## config.mk

```make
export PLATFORM = sky130hd
export DESIGN_NAME = y86_register_file_flat
export DESIGN_NICKNAME = d
export VERILOG_FILES = /design/src/rtl/y86_register_file_if.sv /design/src/rtl/y86_register_file.sv /design/src/flat_wrapper.sv
export SDC_FILE = /design/constraint.sdc
export NUM_CORES = 2
export LEC_CHECK = 0
export CAP_MARGIN = 20
export CORE_AREA = 2 2 375 377
export CTS_BUF_LIST = sky130_fd_sc_hd__clkbuf_4 sky130_fd_sc_hd__clkbuf_8
export CTS_CLUSTER_SIZE = 25
export DETAILED_ROUTE_END_ITERATION = 10
export DIE_AREA = 0 0 377 379
export GPL_ROUTABILITY_DRIVEN = 0
export GPL_TIMING_DRIVEN = 0
export MAX_ROUTING_LAYER = met4
export SYNTH_ARGS = -nofsm -noshare
export SYNTH_HDL_FRONTEND = slang
export SYNTH_SLANG_ARGS = --single-unit
export TNS_END_PERCENT = 50
```

## constraint.sdc

```tcl
create_clock -name clk -period 8.6 [get_ports clk]
set_clock_uncertainty 0.05 [all_clocks]
set_input_delay 2.15 -clock clk [delete_from_list [all_inputs] [get_ports clk]]
set_output_delay 2.15 -clock clk [all_outputs]
set_load 0.005 [all_outputs]
```

## src/rtl/y86_register_file_if.sv

```systemverilog
// y86_register_file_if: write-back, decode-read and trace signals of the Y86-64 register file.
interface y86_register_file_if #(parameter int WIDTH = 64);
    logic             wr_en;
    logic [3:0]       dstE;
    logic [WIDTH-1:0] valE;
    logic [3:0]       dstM;
    logic [WIDTH-1:0] valM;
    logic [3:0]       srcA;
    logic [3:0]       srcB;
    logic [WIDTH-1:0] valA;
    logic [WIDTH-1:0] valB;
    logic [WIDTH-1:0] rsp_out;
    logic [15:0]      wr_count;

    modport master (
        output wr_en, dstE, valE, dstM, valM, srcA, srcB,
        input  valA, valB, rsp_out, wr_count
    );

    modport slave (
        input  wr_en, dstE, valE, dstM, valM, srcA, srcB,
        output valA, valB, rsp_out, wr_count
    );
endinterface

```

## src/rtl/y86_register_file.sv

```systemverilog
// y86_register_file: Y86-64 registers 0-14, two sync write ports (M wins on conflict),
// two combinational read ports with optional write bypass, saturating write counter.
module y86_register_file #(
    parameter int               WIDTH    = 64,
    parameter logic [WIDTH-1:0] RSP_INIT = '0,
    parameter bit               BYPASS   = 1'b0
) (
    input logic clk,
    input logic rst,
    y86_register_file_if.slave rf
);
    localparam logic [3:0] RNONE = 4'hF;

    logic [WIDTH-1:0] regs [0:14];
    logic             e_ok, m_ok, live;
    logic [1:0]       n_wr;
    logic [16:0]      sum;

    always_comb begin
        e_ok = rf.dstE != RNONE;
        m_ok = rf.dstM != RNONE;
        live = rf.wr_en && !rst;
        // same destination on both ports is a single committed write
        n_wr = (e_ok && m_ok) ? ((rf.dstE == rf.dstM) ? 2'd1 : 2'd2) : {1'b0, e_ok | m_ok};
        sum  = {1'b0, rf.wr_count} + {15'b0, n_wr};
        rf.valA = (BYPASS && live && m_ok && rf.srcA == rf.dstM) ? rf.valM :
                  (BYPASS && live && e_ok && rf.srcA == rf.dstE) ? rf.valE :
                  (rf.srcA == RNONE) ? '0 : regs[rf.srcA];
        rf.valB = (BYPASS && live && m_ok && rf.srcB == rf.dstM) ? rf.valM :
                  (BYPASS && live && e_ok && rf.srcB == rf.dstE) ? rf.valE :
                  (rf.srcB == RNONE) ? '0 : regs[rf.srcB];
    end

    assign rf.rsp_out = regs[4];

    always_ff @(posedge clk) begin
        if (rst) begin
            for (int i = 0; i < 15; i++) regs[i] <= (i == 4) ? RSP_INIT : '0;
            rf.wr_count <= '0;
        end else if (rf.wr_en) begin
            if (e_ok) regs[rf.dstE] <= rf.valE;
            // M port is assigned last so it wins a same-register conflict
            if (m_ok) regs[rf.dstM] <= rf.valM;
            rf.wr_count <= sum[16] ? 16'hFFFF : sum[15:0];
        end
    end
endmodule

```

## src/flat_wrapper.sv

```systemverilog
// flat-port wrapper written by rule: the top's interface ports become plain ports
module y86_register_file_flat 
#(
    parameter int               WIDTH    = 64,
    parameter logic [WIDTH-1:0] RSP_INIT = '0,
    parameter bit               BYPASS   = 1'b0
)
  (clk, rst, rf_wr_en, rf_dstE, rf_valE, rf_dstM, rf_valM, rf_srcA, rf_srcB, rf_valA, rf_valB, rf_rsp_out, rf_wr_count);
  y86_register_file_if #(.WIDTH(WIDTH)) rf_i ();
  input logic clk;
  input logic rst;
  input wire logic [$bits(rf_i.wr_en)-1:0] rf_wr_en;
  input wire logic [$bits(rf_i.dstE)-1:0] rf_dstE;
  input wire logic [$bits(rf_i.valE)-1:0] rf_valE;
  input wire logic [$bits(rf_i.dstM)-1:0] rf_dstM;
  input wire logic [$bits(rf_i.valM)-1:0] rf_valM;
  input wire logic [$bits(rf_i.srcA)-1:0] rf_srcA;
  input wire logic [$bits(rf_i.srcB)-1:0] rf_srcB;
  output wire logic [$bits(rf_i.valA)-1:0] rf_valA;
  output wire logic [$bits(rf_i.valB)-1:0] rf_valB;
  output wire logic [$bits(rf_i.rsp_out)-1:0] rf_rsp_out;
  output wire logic [$bits(rf_i.wr_count)-1:0] rf_wr_count;
  assign rf_i.wr_en = rf_wr_en;
  assign rf_i.dstE = rf_dstE;
  assign rf_i.valE = rf_valE;
  assign rf_i.dstM = rf_dstM;
  assign rf_i.valM = rf_valM;
  assign rf_i.srcA = rf_srcA;
  assign rf_i.srcB = rf_srcB;
  assign rf_valA = rf_i.valA;
  assign rf_valB = rf_i.valB;
  assign rf_rsp_out = rf_i.rsp_out;
  assign rf_wr_count = rf_i.wr_count;
  y86_register_file #(.WIDTH(WIDTH), .RSP_INIT(RSP_INIT), .BYPASS(BYPASS)) u_core (.clk(clk), .rst(rst), .rf(rf_i));
endmodule
```

==> results.toml <==
[placement]
dpl_worst_slack_ps = 519
io_buffers = 345
place_hpwl_um = 168000

[cts]
numCtsBuffers = 170
clock_latency_ps = 920
cts_tree = "done"
clock-sinks = 976
clockRootBuffer = "clkbuf_8"
htreeDepth = 4
cts_setup_buffers = 0
clockBufferDepth = 3
clkTransAtPathRegs_ps = 60
cts_hold_buf = 0
cts_resized = 0

[drt]
wire_per_inst_um = 35.5
drt_iter0_markers = 6512
ant_nets = 0
totalWireLength_um = 230000
drtPass1Iterations = 6
vias_per_cell = 6.84
vias = 44200
drc_errors = 0

[power_and_ir_drop]
power_density_nw_per_um2 = 183
swShare_pct = 28.1
comb_power_share_pct = 16.2
ir_worst_vdd_v = 0.000134
clock_power_share_pct = 36.3
p_sw_uw = 3380
seqPwrFrac_pct = 47.6
internal_power_uw = 8650
power_leakage_uw = 0.0227

[sta]
slew_headroom_pct = 12.9
finalCritPeriodShare_pct = 98.9
timing.final.hold_violations = 0
fmax_ghz = 0.118
fin_crit_ps = 8500
report.final.slew_viol_count = 0
worst_pin_slew_ps = 1310
setup-violations-final = 0
fin_tns_setup_ps = 0
fin_ws_ps = 96.4
rsz0062_at_grt = "no"

[grt]
grt_max_degree = 45
track_usage_pct = 32.4
grt_pass1_vias = 43700
grt_pass1_wl_um = 320000
overflow = 0
antenna_found_initial = 26

[logic_synthesis]
synth_warnings = 0
synth_seq_cells = 976
syn_inst = 3933
syn_area_um2 = 55300
ys_seq_area_share_pct = 52.7
async_flop_share_pct = 0
synth_edf_count = 960
ys_types = 55
synth_nets = 4083
synth_area_per_cell_um2 = 14.1
yosys_most_used_dff = "edfxtp_1"

[cells_and_area]
area_growth_pct = 18.9
nFillCells = 12300
final_cell_mix = "960 x a22o_1, 960 x edfxtp_1, 385 x mux2i_1"
fin_nets = 4661
seqCellArea_um2 = 29100
multi_input_comb_area_um2 = 23800
drive_above_1_share_pct = 17.2

[die]
die_w_um = 377
rows = 137
dieArea_um2 = 143000
die_h_um = 379
core-area_um2 = 139000
io_pins = 355
start_util_pct = 39.8

[hold_path]
hold-path-endpoint = "u_core.rf.wr_count[15]$_SDFFE_PP0P_"
whs_path_depth = 1
holdCritStartpoint = "u_core.rf.wr_count[15]$_SDFFE_PP0P_"
hp-class = "reg -> reg"

[critical_path]
start_kind = "primary input"
arrival_ps = 6300
r2r_setup_slack_ps = 5930
reg2reg_to = "u_core.rf.wr_count[9]$_SDFFE_PP0P_"
timing.rr.start = "u_core.rf.wr_count[0]$_SDFFE_PP0P_"
crit_required_ps = 6400
endpoint_kind = "output pin"
crit_type = "in -> out"
worstPathMaxFanout = 10
ff2ff_path_depth = 8

[job]
max-cap-violations = 0

[run_status]
outcome = "complete, no violations"
==> Yosys cell counts (all sizes together) (3+ instances only) <==
| cell type | n | area [µm²] |
|---|---|---|
| mux2i | 385 | 3850 |
| nand4 | 4 | 25.0 |
| a21oi | 141 | 706 |
| or3 | 11 | 68.8 |
| nand2 | 8 | 30.0 |
| dfxtp | 16 | 320 |
| nand3b | 3 | 38.8 |
| mux4 | 256 | 5770 |
| a221oi | 128 | 1120 |
| nor2 | 26 | 105 |
| nor4 | 6 | 82.6 |
| edfxtp | 960 | 28800 |
| nor3 | 22 | 194 |
| a22oi | 128 | 961 |
| inv | 5 | 18.8 |
| a22o | 960 | 8410 |
| clkbuf | 363 | 1360 |
| o2bb2ai | 128 | 1120 |
| xnor2 | 11 | 96.3 |
| o21ai | 136 | 681 |
| buf | 189 | 1100 |
| nand2b | 4 | 25.0 |
| nand3 | 5 | 30.0 |
| nor2b | 8 | 50.1 |
==> critical path, cell delays in order <==
cell             delay, ps
clkdlybuf4s50_1        610
nor2b_1                240
buf_1                  360
buf_8                  290
clkbuf_1               360
a221oi_1               600
a21oi_1                 90
o21ai_0                900
clkdlybuf4s50_1        680
==> area by class of cell <==
class / instances / share of cell area, %
Inverter: 7 / 0.0400
Sequential cell: 976 / 44.4
Multi-Input combinational cell: 2398 / 36.2
Clock inverter: 77 / 0.853
Tap cell: 1807 / 3.44
Buffer: 552 / 3.76
Clock buffer: 218 / 4.17
Antenna cell: 29 / 0.110
Timing Repair Buffer: 406 / 7.07
==> kinds of logic after synthesis <==
logic type / Yosys count / synth area share (%)
flip-flops: 976 / 52.7
multiplexers: 641 / 17.4
buffers and inverters: 559 / 4.51
AO/OA/AOI/OAI: 1629 / 23.6
adder cells (fa/ha/maj): 3 / 0.0815
XOR/XNOR: 13 / 0.206
AND/OR/NAND/NOR: 112 / 1.42
==> worst max-delay path by stage <==
stage	startpoint	depth (start not counted)	to	slack, ps
after floorplan	rf_dstE[2]	4	u_core.regs[1][0]$_DFFE_PP_	500
after global placement	rf_wr_en	4	u_core.regs[2][23]$_DFFE_PP_	-6090
after detailed placement	rf_srcA[2]	9	rf_valA[3]	520
after CTS	rf_srcA[2]	9	rf_valA[3]	520
after global routing	rf_srcA[2]	9	rf_valA[3]	330
final	rf_srcA[2]	9	rf_valA[3]	100
==> routing by layer <==
metal / track usage [%] / vias to the layer above / wire length (µm)
li1: - / 18000 / -
met1: 41.2 / 22500 / 87900
met2: 48.7 / 3157 / 104000
met3: 8.03 / 563 / 25900
met4: 15.7 / 0 / 12000
met5: - / - / 0
==> power groups by stage <==
stage	clock network [µW]	logic [µW]	registers (µW)
floorplan	0	957	5760
global placement	0	1810	5840
detailed placement	0	1890	5810
CTS	4360	1900	5710
global route	4550	2010	5750
finish	4360	1940	5720
==> registers in the layout (all words and copies together) (netlist names) <==
register            cells
u_core.regs           960
u_core.rf.wr_count     16
==> through the flow <==
| step | instances | hold WS (ps) | utilization (%) | total power, µW | area (µm²) |
|---|---|---|---|---|---|
| after global placement | 6085 | 450 | 43.9 | 7660 | 61000 |
| after detailed placement | 6144 | 455 | 44.9 | 7700 | 62300 |
| after floorplan | 3933 | 442 | - | 6720 | 55300 |
| final | 6470 | 470 | 47.3 | 12000 | 65700 |
| after global routing | 6459 | 496 | 47.3 | 12300 | 65700 |
| after CTS | 6439 | 465 | 47.2 | 12000 | 65600 |
No activity file was read; power rests on OpenSTA's default activity.
